**src/rtl/game_sequencer.sv**
```systemverilog
// game_sequencer: frame-level scheduler for the shooter game core.
//
// Owns the top-level game state and, while playing, steps the shared object datapath through
// DRAW -> MOVE -> COLLISION -> CALCVALUE -> CHECKING -> WAITING once per VGA frame, with stage
// boundaries locked to vertical blanking. Also advances the enemy movement phase and arbitrates
// player fire against a cooldown.
//
// Optional feature: define GAME_OVERRUN_CHECK_EN to turn a vblank fall that arrives while the
// datapath is still sequencing (MOVE..CHECKING) into the ERROR game state.
//
// Ports:
//   clk, rst_n          clock, asynchronous active-low reset
//   start_i             single-cycle start pulse (debounced upstream)
//   vblank_i            high during vertical blanking
//   move/coll/calc_done_i  stage completion pulses from the datapath
//   enemy_alive_i       number of live enemies
//   player_hit_i        player was hit (valid in CHECKING)
//   fire_req_i          player wants to fire
//   game_state_o        IDLE 000, PLAYING 001, VICTORY 010, DEFEAT 011, ERROR 100
//   onplay_state_o      DRAW 000, MOVE 001, COLLISION 010, CALCVALUE 011, CHECKING 100, WAITING 101
//   phase_o             enemy movement phase PHASE_1..PHASE_4
//   move/coll/calc_start_o  one-cycle stage start pulses
//   game_init_o         one-cycle pulse: datapath reloads initial positions
//   draw_en_o           high while in DRAW
//   fire_grant_o        one-cycle fire grant
module game_sequencer #(
  parameter int unsigned MAX_ENEMY           = 15,
  parameter int unsigned MAX_PHASE_CNT       = 124,
  parameter int unsigned MAX_PLAYER_COOLDOWN = 11,
  localparam int unsigned EnemyW             = $clog2(MAX_ENEMY + 1),
  localparam int unsigned CdW                = $clog2(MAX_PLAYER_COOLDOWN + 1)
) (
  input  logic              clk,
  input  logic              rst_n,
  input  logic              start_i,
  input  logic              vblank_i,
  input  logic              move_done_i,
  input  logic              coll_done_i,
  input  logic              calc_done_i,
  input  logic [EnemyW-1:0] enemy_alive_i,
  input  logic              player_hit_i,
  input  logic              fire_req_i,
  output logic [2:0]        game_state_o,
  output logic [2:0]        onplay_state_o,
  output logic [1:0]        phase_o,
  output logic              move_start_o,
  output logic              coll_start_o,
  output logic              calc_start_o,
  output logic              game_init_o,
  output logic              draw_en_o,
  output logic              fire_grant_o
);

  typedef enum logic [2:0] {
    GameIdle    = 3'b000,
    GamePlaying = 3'b001,
    GameVictory = 3'b010,
    GameDefeat  = 3'b011,
    GameError   = 3'b100
  } game_e;

  typedef enum logic [2:0] {
    OnDraw      = 3'b000,
    OnMove      = 3'b001,
    OnCollision = 3'b010,
    OnCalcValue = 3'b011,
    OnChecking  = 3'b100,
    OnWaiting   = 3'b101
  } onplay_e;

  game_e          game_q, game_d;
  onplay_e        onplay_q, onplay_d;
  logic [1:0]     phase_q, phase_d;
  logic [6:0]     frame_cnt_q, frame_cnt_d;
  logic [CdW-1:0] cooldown_q, cooldown_d;
  logic           vblank_q;
  logic           move_start_q, coll_start_q, calc_start_q;
  logic           game_init_q, game_init_d;
  logic           fire_grant_q, fire_grant_d;
  logic           vb_rise, vb_fall, overrun;

  assign vb_rise = vblank_i & ~vblank_q;
  assign vb_fall = ~vblank_i & vblank_q;

  always_comb begin
    game_d       = game_q;
    onplay_d     = onplay_q;
    phase_d      = phase_q;
    frame_cnt_d  = frame_cnt_q;
    cooldown_d   = cooldown_q;
    game_init_d  = 1'b0;
    fire_grant_d = 1'b0;
    overrun      = 1'b0;
`ifdef GAME_OVERRUN_CHECK_EN
    overrun = vb_fall && (onplay_q inside {OnMove, OnCollision, OnCalcValue, OnChecking});
`else
    overrun = 1'b0;
`endif

    if (game_q != GamePlaying) begin
      onplay_d = OnWaiting;
      if (start_i) begin
        game_d      = GamePlaying;
        game_init_d = 1'b1;
        phase_d     = 2'd0;
        frame_cnt_d = '0;
        cooldown_d  = '0;
      end
    end else if (overrun) begin
      game_d   = GameError;
      onplay_d = OnWaiting;
    end else begin
      // Done pulses are ignored in the cycle the stage's start pulse is out.
      unique case (onplay_q)
        OnWaiting:   if (vb_fall) onplay_d = OnDraw;
        OnDraw:      if (vb_rise) onplay_d = OnMove;
        OnMove:      if (move_done_i && !move_start_q) onplay_d = OnCollision;
        OnCollision: if (coll_done_i && !coll_start_q) onplay_d = OnCalcValue;
        OnCalcValue: if (calc_done_i && !calc_start_q) onplay_d = OnChecking;
        OnChecking: begin
          onplay_d = OnWaiting;
          if (player_hit_i) begin
            game_d = GameDefeat;
          end else if (enemy_alive_i == '0) begin
            game_d = GameVictory;
          end else begin
            if (frame_cnt_q == 7'(MAX_PHASE_CNT)) begin
              frame_cnt_d = '0;
              phase_d     = phase_q + 2'd1;
            end else begin
              frame_cnt_d = frame_cnt_q + 7'd1;
            end
            if (cooldown_q == '0 && fire_req_i) begin
              fire_grant_d = 1'b1;
              cooldown_d   = CdW'(MAX_PLAYER_COOLDOWN);
            end else if (cooldown_q != '0) begin
              cooldown_d = cooldown_q - CdW'(1);
            end
          end
        end
        default: onplay_d = OnWaiting;
      endcase
    end
  end

  always_ff @(posedge clk or negedge rst_n) begin
    if (!rst_n) begin
      game_q       <= GameIdle;
      onplay_q     <= OnWaiting;
      phase_q      <= 2'd0;
      frame_cnt_q  <= '0;
      cooldown_q   <= '0;
      vblank_q     <= 1'b0;
      move_start_q <= 1'b0;
      coll_start_q <= 1'b0;
      calc_start_q <= 1'b0;
      game_init_q  <= 1'b0;
      fire_grant_q <= 1'b0;
    end else begin
      game_q       <= game_d;
      onplay_q     <= onplay_d;
      phase_q      <= phase_d;
      frame_cnt_q  <= frame_cnt_d;
      cooldown_q   <= cooldown_d;
      vblank_q     <= vblank_i;
      // Start pulses coincide with the first cycle of their stage.
      move_start_q <= (onplay_d == OnMove) && (onplay_q != OnMove);
      coll_start_q <= (onplay_d == OnCollision) && (onplay_q != OnCollision);
      calc_start_q <= (onplay_d == OnCalcValue) && (onplay_q != OnCalcValue);
      game_init_q  <= game_init_d;
      fire_grant_q <= fire_grant_d;
    end
  end

  assign game_state_o   = game_q;
  assign onplay_state_o = onplay_q;
  assign phase_o        = phase_q;
  assign move_start_o   = move_start_q;
  assign coll_start_o   = coll_start_q;
  assign calc_start_o   = calc_start_q;
  assign game_init_o    = game_init_q;
  assign draw_en_o      = (onplay_q == OnDraw);
  assign fire_grant_o   = fire_grant_q;

endmodule

```
**config.mk**
```make
export PLATFORM = sky130hd
export DESIGN_NAME = game_sequencer
export DESIGN_NICKNAME = d
export VERILOG_FILES = /design/src/rtl/game_sequencer.sv
export SDC_FILE = /design/constraint.sdc
export NUM_CORES = 1
export LEC_CHECK = 0
export CAP_MARGIN = 20
export CORE_UTILIZATION = 40
export DETAILED_ROUTE_END_ITERATION = 8
export GPL_TIMING_DRIVEN = 0
export PLACE_DENSITY_LB_ADDON = 0.05
export SYNTH_ARGS = -nofsm -noshare
export SYNTH_HDL_FRONTEND = slang
export SYNTH_SLANG_ARGS = --single-unit
```
**constraint.sdc**
```tcl
create_clock -name clk -period 2.15 [get_ports clk]
set_input_delay 0.3225 -clock clk [delete_from_list [all_inputs] [get_ports clk]]
set_output_delay 0.3225 -clock clk [all_outputs]
set_load 0.03 [all_outputs]
```
* Word level (Yosys, flattened, before mapping)
Index checks and enable logic that the tools add are counted.
** Word-level totals
- Flip-flop bits (word level) :: 25
- Input bits :: 13
- Output and inout bits :: 14
- Logic and storage cells :: 94
** Cells by class
- Add/sub/neg operators :: 3
- Eq/ne operators :: 16
- Multiplexer cells :: 38
- Bitwise gates (word level) :: 4
- Reduce and logical (&&, ||, !) cells :: 22
** Operators by type and width (count)
- 2-to-1 mux 7 bit :: 6
- 2-to-1 mux 3 bit :: 11
- 2-to-1 mux 4 bit :: 7
- case mux 3 bit (5 select lines) :: 1
- equality test 3 x 2 -> 1 bit, second input constant :: 4
- 2-to-1 mux 2 bit :: 6
- AND reduction 5 bit :: 2
- logical NOT 4 bit :: 2
- adder 7 x 1 -> 7 bit, second input constant :: 1
- equality test 7 bit, second input constant :: 1
- logical AND 1 bit :: 7
- 2-to-1 mux 1 bit :: 7
- equality test 3 x 1 -> 1 bit, second input constant :: 2
- equality test 3 bit, second input constant :: 2
- != test 3 x 1 -> 1 bit, second input constant :: 2
- != test 3 x 2 -> 1 bit, second input constant :: 2
- nonzero test 3 bit :: 2
- != test 2 bit, second input constant :: 2
- AND reduction 4 bit :: 1
- nonzero test 2 bit :: 2
- nonzero test 4 bit :: 1
- subtractor 4 x 1 -> 4 bit, second input constant :: 1
- logical NOT 1 bit :: 3
- logical NOT 3 bit :: 1
- other kinds (5) :: 7

* Longest topological paths before layout
- Word-level depth :: 7
- Depth in mapped cells :: 7
- Mapped depth without buffers :: 6

* Worst setup path before layout
No wires, ideal clock.
- Path type :: reg-to-reg
- Start point :: reg onplay_q[2] (netlist: onplay_state_o[2])
- End point :: reg move_start_q (netlist: move_start_o)
- Library setup time :: 0.125 ns
- Arrival :: 1.992 ns
- Data required time :: 2.025 ns
- Path slack :: 0.032 ns
- Cell stages (with the launch flop) :: 6
- Path buffers :: 1
- Cell sequence :: dfstp_2 -> clkbuf_1 -> nor3_1 -> a221oi_1 -> and4_1 -> a2111oi_0
** Between the ends
- Word-level cells in the longest chain between the ends :: 5
- Elaborated cells on any way between the ends :: 15
** RTL lines
- start, declared :: line 72 : onplay_e onplay_q, onplay_d;
- start signal, assigned :: line 149 : onplay_q <= OnWaiting;
- start signal, assigned :: line 161 : onplay_q <= onplay_d;
- logical NOT 3 bit
- via draw_en_o :: line 50 : output logic draw_en_o,
- case mux 3 bit (5 select lines) :: line 114 : unique case (onplay_q)
- 2-to-1 mux 3 bit :: line 100 : if (game_q != GamePlaying) begin
- equality test 3 x 1 -> 1 bit :: line 167 : move_start_q <= (onplay_d == OnMove) && (onplay_q != OnMove);
- logical AND 1 bit :: line 167
- end signal, assigned :: line 167
- end, declared :: line 77 : logic move_start_q, coll_start_q, calc_start_q;
The timed path passes the listed nets, and every way through them passes these cells.
A chain may end at the register's enable or synchronous reset.

* Worst setup path in the final report
- Start point :: reg onplay_q[2] (netlist: onplay_state_o[2])
- End point :: reg frame_cnt_q[4]
** Between the ends
- Word-level cells in the longest chain between the ends :: 3
** RTL lines
- equality test 3 bit :: line 114
- nonzero test 2 bit (no source line)
- AND reduction 4 bit (no source line)
- end signal, assigned :: line 163 : frame_cnt_q <= frame_cnt_d;
- end, declared :: line 74 : logic [6:0] frame_cnt_q, frame_cnt_d;
No other way between the ends.

==> flow_summary.yaml <==
cells_and_area:
  fin_area_um2: 1740
  nNetsFinal: 189
  fill_cells: 333
  register_area_um2: 603
  antenna_cells: 0
  multiInputGateArea_um2: 673
  synthToLayoutAreaGrowth_pct: 26.9
  drive_above_1_share_pct: 10.5
critical_path:
  slowest_stage: "dfstp_2"
  end_kind: "register"
  crit_arrival_ps: 2350
  critical_path.cell_chain: "nor3b_4 > or4b_4 > buf_6 > or4b_1 > o21ai_1"
  worstSetupPathType: "register to register"
  critical_path.max_stage_delay_ps: 570
  path_max_fanout: 10
  required_ps: 2410
  start_kind: "register"
detailed_routing:
  drt-wirelength-per-cell_um: 14.1
  postRouteAntennaNets: 0
  drt_iter0_drc: 54
  routed_via_density: 5.50
  vias: 1183
  first_pass_iters: 4
  drc_errors: 0
  wirelength_um: 3030
power_and_ir_drop:
  ir_drop_uv: 518
  powerDensity_nw_per_um2: 969
  p_leak_nw: 0.729
  power_mw: 1.69
clock_tree:
  cts_setup_buffers: 0
  h-tree-depth: 1
  cts_tree: "done"
  clockBufferDepth: 2
  clockRootBuffer: "clkbuf_4"
  clk_pin_slew_ps: 130
  cts.sinks: 24
  cts_buffers: 3
  insertion_delay_ps: 320
synthesis:
  synth_top_area_share_pct: 40.2
  syn-cell-area_um2: 1370
  ys_warn_count: 0
  synth-async-reset-ratio_pct: 100
  synth_area_leaders: "dfrtp_1 (40%), o211ai_1 (4.9%), dfstp_2 (3.8%)"
  synth-seq-cells: 24
  yosys-top-cells-count: "dfrtp_1 (22), inv_1 (14), o211ai_1 (9)"
  synth_seq_area_share_pct: 44.0
  synth.most_common_cell: "dfrtp_1"
  synth_edf_count: 0
  synthesis.nets: 158
  ys_types: 44
  syn_inst: 142
  ys.flop_type: "dfrtp_1"
  syn_avg_cell_area_um2: 9.65
  yosys.area.top_type: "dfrtp_1"
sta:
  hold_viol_final: 0
  slew_violations: 0
  fin_tns_setup_ps: 0
  whs_ps: 282
  worst_pin_slew_ps: 487
  setup_violations: 0
  fmax_ghz: 0.478
  grt_setup_unrepaired: "true"
  fin_skew_ps: 2.01
  relSlewSlack_pct: 67.2
  min_period_ps: 2090
  fin_crit_sh_pct: 97.4
floorplanning:
  rows: 20
  core_um2: 3150
  io_pins: 27
  dieArea_um2: 3660
  dieHeight_um: 60.5
  start_util_pct: 43.5
  die_w_um: 60.5
hold_path:
  hp-class: "input pin to asynchronous set/reset pin"
placement:
  place_area_um2: 1700
  dpl.hpwl_um: 2200
  io_buffers: 25
  place_congestion: 0.750
run:
  max-cap-violations: 0
grt:
  antenna_found_initial: 0
  grt_usage_pct: 18.5
  grt_pass1_wl_um: 5000
  globalRoute.totalOverflow: 0
  grt_max_degree: 19
  first_global_vias: 1200
run_status:
  status: "complete, no violations"
placed cells by master (no fill, tap or decap), types with 2 or more instances in the layout:
master and n:
a221oi_1 2, clkbuf_1 3, nand3_1 7, nand2b_1 7, mux2i_1 2, o21ai_1 4
o31ai_1 2, o21ai_0 3, nor3b_1 2, inv_1 14, nor3_1 4, and3b_1 2
o211ai_1 9, clkdlybuf4s50_1 24, or4b_1 3, clkbuf_2 2, dfstp_2 2, nand3b_1 2
ha_1 3, and4_1 2, clkbuf_4 3, dfrtp_1 22, nor2b_1 5, nand2_1 7
a21oi_1 6, nor2_1 4, buf_6 2
registers in the layout (all words and copies together), names as in the netlist, 2 cells and up:
register,count
onplay_state_o,3
game_state_o,2
cooldown_q,4
phase_o,2
frame_cnt_q,7
where the power goes:
part / total [mW] / switching (mW) / internal (mW)
clock network: 0.204 / 0.139 / 0.0657
registers: 0.673 / 0.112 / 0.560
logic: 0.809 / 0.450 / 0.359
metrics by stage:
step           setup WS (ps)  cells  utilization [%]
2_1_floorplan           32.5    142                -
3_3_place_gp           -29.1    211             53.1
3_5_place_dp           -97.0    212             54.0
4_1_cts                 31.7    215             54.7
5_1_grt                -31.8    215             55.2
6_report                56.2    215             55.2
final cells by class:
cell class | count | share of cell area (%)
Clock buffer | 3 | 1.29
Buffer | 9 | 3.24
Multi-Input combinational cell | 95 | 38.7
Timing Repair Buffer | 26 | 15.9
Inverter | 14 | 3.02
Sequential cell | 24 | 34.7
Tap cell | 44 | 3.17
worst max-delay path: cells and delay by family (launching register included):
family | cells | cell delay (ps)
simple gates | 3 | 1210
compound gates | 1 | 90
flops | 1 | 570
buf+inv | 1 | 160
routing by layer:
| metal | global-route usage, % | vias to the layer above | part of all wire, % |
|---|---|---|---|
| met4 | 9.74 | 0 | 1.5 |
| li1 | - | 579 | - |
| met2 | 31.1 | 25 | 48 |
| met1 | 23.0 | 573 | 48 |
| met3 | 2.77 | 6 | 2.7 |
| met5 | 0 | - | 0 |
what timing repair did:
item                                    CTS  global route
endpoints found under the setup margin    1             8
hold buffers                              0             0
resized for setup                         2             4
hold endpoints to repair                  0             0
cells by family after synthesis:
family	Yosys count	synth area share [%]
AOI/OAI and AO/OA	36	18.6
adders and majority gates	3	2.74
buffers and inverters	23	7.76
DFF	24	44.0
muxes	3	2.28
other	1	0.274
and+or+nand+nor	52	24.3
path summary, 6_finish.rpt:
kind | startpoint | to | slack (ps) | depth (start not counted)
setup / recovery | onplay_state_o[2] | frame_cnt_q[4] | 60 | 5
hold / removal | rst_n | cooldown_q[2] | 280 | 1
setup reg to reg | onplay_state_o[2] | frame_cnt_q[4] | 60 | 5
hold reg to reg | phase_o[0] | phase_o[0] | 530 | 1
max in group asynchronous | rst_n | onplay_state_o[0] | 1360 | 2
min in group clk | vblank_i | vblank_q | 470 | 1
Note: power is estimated with default switching activity, not from simulation.
